$ cat src/rtl/zipmmu_tlbload.sv
// Hardware TLB-miss loader: fetches a two-word PTE over pipelined Wishbone and writes it into the
// MMU control port at a round-robin slot. Define ZIPMMU_TLBLOAD_CTXCHK_EN to also check the PTE context field.
module zipmmu_tlbload #(
    parameter int AW      = 30,
    parameter int LGTBL   = 6,
    parameter int LGPGSZB = 12,
    parameter int LGPT    = 10,
    localparam int VPW    = 32 - LGPGSZB
) (
    input  logic             i_clk,
    input  logic             i_reset,
    input  logic             i_req,
    input  logic [VPW-1:0]   i_vpage,
    input  logic [7:0]       i_context,
    input  logic [AW-1:0]    i_pt_base,
    output logic             o_busy,
    output logic             o_done,
    output logic [1:0]       o_fault,
    output logic             o_mem_cyc,
    output logic             o_mem_stb,
    output logic [AW-1:0]    o_mem_addr,
    input  logic             i_mem_stall,
    input  logic             i_mem_ack,
    input  logic             i_mem_err,
    input  logic [31:0]      i_mem_data,
    output logic             o_ctl_cyc_stb,
    output logic             o_ctl_we,
    output logic [LGTBL+1:0] o_ctl_addr,
    output logic [31:0]      o_ctl_data,
    input  logic             i_ctl_stall,
    input  logic             i_ctl_ack
);

    typedef enum logic [2:0] {
        S_IDLE,
        S_RD,
        S_RDWAIT,
        S_CHECK,
        S_WRV,
        S_WRP,
        S_DONE
    } state_t;

    localparam logic [1:0] F_OK  = 2'b00;
    localparam logic [1:0] F_BUS = 2'b01;
    localparam logic [1:0] F_TAG = 2'b10;
`ifdef ZIPMMU_TLBLOAD_CTXCHK_EN
    localparam logic [1:0] F_CTX = 2'b11;
`endif

    state_t           state_q, state_d;
    logic             beat_q, beat_d;
    logic             ack_cnt_q, ack_cnt_d;
    logic             ctl_sent_q, ctl_sent_d;
    logic [AW-1:0]    mem_addr_q, mem_addr_d;
    logic [31:0]      word0_q, word0_d;
    logic [31:0]      word1_q, word1_d;
    logic [VPW-1:0]   vpage_q, vpage_d;
    logic [LGTBL-1:0] idx_q, idx_d;
    logic [1:0]       fault_q, fault_d;
    logic [AW-1:0]    pte_addr;
    logic             ctl_strobe;
    logic             ctl_sel;

`ifdef ZIPMMU_TLBLOAD_CTXCHK_EN
    logic [7:0]       ctx_q, ctx_d;
`else
    logic             unused_ctx;
    assign unused_ctx = ^i_context;
`endif

    // Two PTE words per page, so the table index is scaled by two before adding the base.
    assign pte_addr = i_pt_base + AW'({i_vpage[LGPT-1:0], 1'b0});

    always_ff @(posedge i_clk) begin
        if (i_reset) begin
            state_q    <= S_IDLE;
            beat_q     <= 1'b0;
            ack_cnt_q  <= 1'b0;
            ctl_sent_q <= 1'b0;
            mem_addr_q <= '0;
            word0_q    <= '0;
            word1_q    <= '0;
            vpage_q    <= '0;
            idx_q      <= '0;
            fault_q    <= F_OK;
`ifdef ZIPMMU_TLBLOAD_CTXCHK_EN
            ctx_q      <= '0;
`endif
        end else begin
            state_q    <= state_d;
            beat_q     <= beat_d;
            ack_cnt_q  <= ack_cnt_d;
            ctl_sent_q <= ctl_sent_d;
            mem_addr_q <= mem_addr_d;
            word0_q    <= word0_d;
            word1_q    <= word1_d;
            vpage_q    <= vpage_d;
            idx_q      <= idx_d;
            fault_q    <= fault_d;
`ifdef ZIPMMU_TLBLOAD_CTXCHK_EN
            ctx_q      <= ctx_d;
`endif
        end
    end

    always_comb begin
        state_d    = state_q;
        beat_d     = beat_q;
        ack_cnt_d  = ack_cnt_q;
        ctl_sent_d = ctl_sent_q;
        mem_addr_d = mem_addr_q;
        word0_d    = word0_q;
        word1_d    = word1_q;
        vpage_d    = vpage_q;
        idx_d      = idx_q;
        fault_d    = fault_q;
`ifdef ZIPMMU_TLBLOAD_CTXCHK_EN
        ctx_d      = ctx_q;
`endif

        case (state_q)
            S_IDLE: begin
                if (i_req) begin
                    state_d    = S_RD;
                    vpage_d    = i_vpage;
                    mem_addr_d = pte_addr;
                    beat_d     = 1'b0;
                    ack_cnt_d  = 1'b0;
                    fault_d    = F_OK;
`ifdef ZIPMMU_TLBLOAD_CTXCHK_EN
                    ctx_d      = i_context;
`endif
                end
            end

            S_RD, S_RDWAIT: begin
                if (i_mem_err) begin
                    state_d = S_DONE;
                    fault_d = F_BUS;
                end else begin
                    if (i_mem_ack) begin
                        if (ack_cnt_q)
                            word1_d = i_mem_data;
                        else
                            word0_d = i_mem_data;
                        ack_cnt_d = 1'b1;
                    end
                    if (state_q == S_RD && !i_mem_stall) begin
                        if (beat_q) begin
                            state_d = S_RDWAIT;
                        end else begin
                            beat_d     = 1'b1;
                            mem_addr_d = mem_addr_q + AW'(1);
                        end
                    end
                    // Acks can overlap the second request beat, so the final ack decides the exit.
                    if (i_mem_ack && ack_cnt_q)
                        state_d = S_CHECK;
                end
            end

            S_CHECK: begin
                ctl_sent_d = 1'b0;
                if (word0_q[31:LGPGSZB] != vpage_q) begin
                    state_d = S_DONE;
                    fault_d = F_TAG;
                end
`ifdef ZIPMMU_TLBLOAD_CTXCHK_EN
                else if (word0_q[11:4] != ctx_q) begin
                    state_d = S_DONE;
                    fault_d = F_CTX;
                end
`endif
                else begin
                    state_d = S_WRV;
                end
            end

            S_WRV: begin
                if (!ctl_sent_q) begin
                    if (!i_ctl_stall)
                        ctl_sent_d = 1'b1;
                end else if (i_ctl_ack) begin
                    ctl_sent_d = 1'b0;
                    state_d    = S_WRP;
                end
            end

            S_WRP: begin
                if (!ctl_sent_q) begin
                    if (!i_ctl_stall)
                        ctl_sent_d = 1'b1;
                end else if (i_ctl_ack) begin
                    ctl_sent_d = 1'b0;
                    idx_d      = idx_q + LGTBL'(1);
                    state_d    = S_DONE;
                end
            end

            S_DONE: begin
                state_d = S_IDLE;
            end

            default: begin
                state_d = S_IDLE;
            end
        endcase
    end

    // Control bus fields are zero except while a table write is being presented.
    assign ctl_strobe = (state_q == S_WRV || state_q == S_WRP) && !ctl_sent_q;
    assign ctl_sel    = (state_q == S_WRP);

    assign o_busy        = (state_q != S_IDLE) && (state_q != S_DONE);
    assign o_done        = (state_q == S_DONE);
    assign o_fault       = (state_q == S_DONE) ? fault_q : F_OK;
    assign o_mem_cyc     = (state_q == S_RD) || (state_q == S_RDWAIT);
    assign o_mem_stb     = (state_q == S_RD);
    assign o_mem_addr    = mem_addr_q;
    assign o_ctl_cyc_stb = ctl_strobe;
    assign o_ctl_we      = ctl_strobe;
    assign o_ctl_addr    = ctl_strobe ? {1'b1, idx_q, ctl_sel} : '0;
    assign o_ctl_data    = ctl_strobe ? (ctl_sel ? word1_q : word0_q) : '0;

endmodule
$ cat config.mk
export PLATFORM = sky130hd
export DESIGN_NAME = zipmmu_tlbload
export DESIGN_NICKNAME = d
export VERILOG_FILES = /design/src/rtl/zipmmu_tlbload.sv
export SDC_FILE = /design/constraint.sdc
export NUM_CORES = 1
export LEC_CHECK = 0
export BUFFER_PORTS_ARGS = -buffer_cell sky130_fd_sc_hd__buf_2
export CAP_MARGIN = 20
export CORE_MARGIN = 10
export CORE_UTILIZATION = 49
export DETAILED_ROUTE_END_ITERATION = 6
export GPL_ROUTABILITY_DRIVEN = 1
export PLACE_DENSITY_LB_ADDON = 0.05
export SKIP_CTS_REPAIR_TIMING = 1
export SKIP_LAST_GASP = 1
export SYNTH_ARGS = -nofsm -noshare
export SYNTH_HDL_FRONTEND = slang
export SYNTH_SLANG_ARGS = --single-unit
$ cat constraint.sdc
create_clock -name i_clk -period 2.3 [get_ports i_clk]
set_input_delay 0.115 -clock i_clk [delete_from_list [all_inputs] [get_ports i_clk]]
set_output_delay 0.115 -clock i_clk [all_outputs]
set_load 0.02 [all_outputs]
**After elaboration in Yosys (flattened, before gate mapping)**

Index checks and enable logic that the tools add are counted.

- Register bits after elaboration: 128
- Output and inout port bits: 78
- Input port bits: 98
- Word-level logic and storage cells: 95

- Bitwise logic cells: 2
- Multiplexer cells: 35
- Equality and inequality tests: 21
- Reductions and logical operators: 24
- $add $sub $neg: 3

Operator list:

| cell | number |
|---|---|
| 30-bit two-way mux | 4 |
| 32-bit two-way mux | 2 |
| 30-bit case mux with 2 select lines | 1 |
| 30-bit by 1-bit adder with 30-bit output (second input constant) | 1 |
| 30-bit by 11-bit adder with 30-bit output | 1 |
| 3-bit two-way mux | 9 |
| 2-bit inequality test (second input constant) | 11 |
| 20-bit inequality test | 1 |
| 4-bit AND reduction | 5 |
| 3-bit case mux with 5 select lines | 1 |
| 2-bit two-way mux | 5 |
| 3-bit == test (second input constant) | 3 |
| 1-bit two-way mux | 8 |
| 8-bit two-way mux | 1 |
| 4-bit inequality test (second input constant) | 2 |
| 7-bit AND reduction | 1 |
| 6-bit by 1-bit adder with 6-bit output (second input constant) | 1 |
| 3-bit by 2-bit == test with 1-bit output (second input constant) | 2 |
| 1-bit case mux with 2 select lines | 3 |
| 2-bit case mux with 3 select lines | 1 |
| 3-bit nonzero test | 2 |
| 5-bit AND reduction | 1 |
| 1-bit logical AND | 4 |
| 2-bit nonzero test | 2 |
| 9 further kinds | 13 |

**Depth between registers and ports, before layout**

- Word-level depth: 6
- Gate-level depth with buffers: 9
- Mapped depth without buffers: 8

**Least setup slack after synthesis**

Ideal clock, no wire load.

- Path kind: input -> register
- Start: input port i_vpage[0]
- End: register mem_addr_q[21] (netlist: o_mem_addr[21])
- Setup time: 0.115 ns
- Stages: 8
- Path buffers: 0
- Setup slack: 0.102 ns
- Arrival: 2.083 ns
- Data required time: 2.185 ns
- Cells stage by stage: ha_1 fa_1 a21oi_1 o221ai_2 a31oi_2 nor3_1 xnor2_1 a2111oi_0

- Word-level cells in the longest chain between the ends: 3

Ends and longest elaborated chain:

| item | RTL line | source |
|---|---|---|
| start, declared | 13 | `input logic [VPW-1:0] i_vpage,` |
| 30-bit by 11-bit adder with 30-bit output | 73 | `assign pte_addr = i_pt_base + AW'({i_vpage[LGPT-1:0], 1'b0});` |
| 30-bit two-way mux | 124 | `if (i_req) begin` |
| 30-bit case mux with 2 select lines | 122 | `case (state_q)` |
| end signal, assigned | 95 | `mem_addr_q <= mem_addr_d;` |
| end, declared | 55 | `logic [AW-1:0] mem_addr_q, mem_addr_d;` |

No other way between the ends. The select of a mux whose other input is x is not followed.
A chain may end at the register's enable or synchronous reset.

**Worst setup path after layout**

- Start: register state_q[1]
- End: output port o_ctl_data[23]

- Word-level cells in the longest chain between the ends: 4
- Elaborated cells between the ends (all ways): 6
- Classes of those cells: 2 x eq/ne; 2 x mux; 2 x reduce/logical

Ends and longest elaborated chain:

| item | RTL line | source |
|---|---|---|
| start, declared | 51 | `state_t state_q, state_d;` |
| start signal, assigned | 91 | `state_q <= state_d;` |
| 3-bit == test, on equally long branches | 212, 213 |  |
| 1-bit logical OR | 212 | `assign ctl_strobe = (state_q == S_WRV \|\| state_q == S_WRP) && !ctl_sent_q;` |
| 1-bit logical AND | 212 |  |
| 32-bit two-way mux * | 224 | `assign o_ctl_data = ctl_strobe ? (ctl_sel ? word1_q : word0_q) : '0;` |
| end, declared | 29 | `output logic [31:0] o_ctl_data,` |

Every way passes the cells marked *; elsewhere a longest branch is shown, timed or not.

==> flow_summary.toml <==
[routing]
drt_first_pass_iters = 5
wl_um = 25050
wl_per_cell_um = 17.96
vias = 8028
viasPerCell = 5.755
first_iter_violations = 656
drtAntennaViolNets = 0
drc = 0

[hold_path]
min_path_type = "input pin to register"

[grt]
antenna_found_initial = 0
grt_pass1_wl_um = 37670
groute.layer.met3.usage_pct = 7.640
grt.total_usage_pct = 23.20
grt_max_degree = 59
grt_pass1_vias = 7095
grt.busiest_layer = "met2"
grt_use_met1_pct = 30.61
met2_usage_pct = 35.54
grt_overflow = 0

[status]
status = "finished with violations"
violations = "hold timing"

[synthesis]
synth_cell_types = 65
syn_area_um2 = 7067
syn_nets = 1091
ys.flop_type = "dfxtp_1"
netlist_instances = 980
synth-warning-count = 0
synth_seq_cells = 128
syn_avg_cell_area_um2 = 7.211
synth-edff-count = 0
async_flop_share_pct = 0
ys_seq_area_share_pct = 36.26

[cts]
clock_sinks = 128
htree_levels = 4
worstSkewPairLatency_ns = 0.42
clk_pin_slew_ns = 0.06
cts_buffers = 17
cts_tree = "yes"
clockBufferDepth = 2
cts-root-buf = "clkbuf_16"

[timing]
fin_ws_ns = 0.1359
hold_viol_final = 2
setup_tns_ns = 0
max_freq_mhz = 462.1
rsz0062_at_grt = "no"
tightest_slew_ns = 0.6298
setup_violations = 0
holdWs_ns = -0.01333
skew_ns = 0.009113
final.min_clock_period_ns = 2.164
fin_crit_sh_pct = 94.09
slew_violations = 0
maxSlewHeadroom_pct = 58.01

[floorplan]
dieArea_um2 = 19630
row_count = 43
chipHeight_um = 140.1
ios = 176
die_x_um = 140.1
core-area_um2 = 13990
start_util_pct = 50.52

[critical_path]
worstReg2RegStart = "o_mem_addr[7]"
r2r-end = "o_mem_addr[28]"
required_ns = 2.18
cp_max_fo = 34
worstSetupStartpoint = "state_q[1]"
critPathCapture = "o_ctl_data[23]"
crit_slowest_cell = "dfxtp_2"
cp_data_arrival_time_ns = 2.05
r2r_slack_ns = 0.16
reg2reg_depth = 6
critPathMaxStageDelay_ns = 0.42
cp-end-kind = "output pin"
path_class = "register to output pin"
path_cells = "nand2b_2 -> or2_2 -> buf_8 -> nand2_1 -> a21oi_1 -> buf_2"
cp-start-kind = "register"

[pwr]
p_total_mw = 10.29
power-per-cell-area_nw_per_um2 = 1085
leakagePower_nw = 3.695
ir_drop_mv = 0.6208

[placement]
place_congestion = 0.9591
place_ws_ns = -0.08046
dp_hpwl_um = 17390
place_area_um2 = 8335
portBuffers = 167
post-place-cells = 1315

[final_layout]
n_antenna_cell = 0
final_net_count = 1314
fin_area_um2 = 9482
fill_cells = 1254
utilization_pct = 67.78
syn2layout_area_growth_pct = 34.17
drive_gt1_share_pct = 22.72
post_layout_nonfiller_instances = 1395

[job]
max_cap_viol_count = 0
## registers in the layout, summed over array words and instances (netlist names)
name	count
idx_q	6
ctl_sent_q	1
word0_q	32
state_q	3
fault_q	2
ack_cnt_q	1
word1_q	32
beat_q	1
vpage_q	20
o_mem_addr	30
## report_power, final
group | switching, mW | total, mW | internal (mW) | leakage [nW]
registers | 0.474 | 3.14 | 2.67 | 1.04
logic | 2.62 | 4.20 | 1.59 | 2.35
clock network | 1.03 | 2.94 | 1.92 | 0.306
## how the worst min path moves through the flow
stage / cells past startpoint / from / slack, ns / to
floorplan: 2 / i_mem_data[0] / 0.25 / word0_q[0]
global placement: 3 / i_mem_data[17] / 0.37 / word1_q[17]
detailed placement: 3 / i_mem_data[21] / 0.37 / word1_q[21]
CTS: 3 / i_mem_data[8] / -0.07 / word0_q[8]
global route: 3 / i_vpage[8] / 0.01 / vpage_q[8]
finish: 3 / i_vpage[8] / -0.01 / vpage_q[8]
## routing by layer
layer | share of wire (%) | vias up
met4 | 1.5 | 0
li1 | - | 3897
met5 | 0 | -
met1 | 43 | 3737
met2 | 46 | 357
met3 | 9.5 | 37
## kinds of logic after synthesis
| family | share of synthesized area, % |
|---|---|
| compound gates | 22.03 |
| xor+xnor | 5.453 |
| fa+ha+maj | 2.408 |
| buf+inv | 4.338 |
| flops | 36.26 |
| mux | 0.2833 |
| simple gates | 29.23 |
## cell usage after synthesis, types with 3 or more instances
| cell type | count | share of area [%] |
|---|---|---|
| clkbuf_1 | 49 | 2.6 |
| ha_1 | 12 | 2.1 |
| xnor2_1 | 33 | 4.1 |
| nand3_1 | 30 | 2.1 |
| a31o_2 | 3 | 0.37 |
| a211oi_1 | 9 | 0.96 |
| nor4_1 | 8 | 0.71 |
| buf_2 | 11 | 0.78 |
| or3_1 | 7 | 0.62 |
| dfxtp_1 | 128 | 36 |
| and2_1 | 10 | 0.89 |
| xor2_1 | 11 | 1.4 |
| nor2_1 | 31 | 1.6 |
| a21oi_1 | 161 | 11 |
| or2_2 | 5 | 0.44 |
| nand3b_1 | 5 | 0.53 |
| and3_1 | 9 | 0.80 |
| inv_1 | 14 | 0.74 |
| o221ai_1 | 6 | 0.74 |
| a21o_1 | 4 | 0.42 |
| a311oi_1 | 3 | 0.37 |
| nand2b_1 | 4 | 0.35 |
| or4_1 | 3 | 0.32 |
| o211ai_1 | 4 | 0.42 |
| o211a_1 | 3 | 0.42 |
| o21ai_0 | 33 | 2.3 |
| o22ai_1 | 5 | 0.44 |
| nand4_1 | 17 | 1.5 |
| nand2_1 | 276 | 15 |
| nor3_1 | 27 | 1.9 |
| o31ai_1 | 4 | 0.42 |
| and4_1 | 4 | 0.50 |
| a31oi_1 | 9 | 0.80 |
## worst max-delay path, delay by kind of cell (launching register included)
kind                   cells  cell delay, ns
DFF                        1            0.42
buffers and inverters      2            0.45
AOI/OAI and AO/OA          1            0.22
and+or+nand+nor            3            0.52
## cell usage in the layout (no fill, tap or decap), types with 9 or more instances in the layout
cell type / synthesis / final
dfxtp_1: 128 / 126
nand4_1: 17 / 17
a211oi_1: 9 / 9
buf_4: 2 / 45
inv_1: 14 / 14
nand3_1: 30 / 30
nor3_1: 27 / 26
o21ai_0: 33 / 33
and3_1: 9 / 9
a21oi_1: 161 / 161
clkbuf_16: 0 / 17
a31oi_1: 9 / 9
and2_1: 10 / 10
buf_2: 11 / 166
xor2_1: 11 / 11
nand2_1: 276 / 276
xnor2_1: 33 / 33
ha_1: 12 / 12
dlygate4sd3_1: 0 / 48
nor2_1: 31 / 30
## final cells by class
class	instances	area, µm²	share of cell area (%)
Inverter	14	52.55	0.5542
Timing Repair Buffer	265	1764	18.61
Multi-Input combinational cell	777	4235	44.67
Clock inverter	14	214.0	2.257
Clock buffer	17	425.4	4.487
Sequential cell	128	2565	27.05
Tap cell	180	225.2	2.375
(Power assumes the default switching activity.)
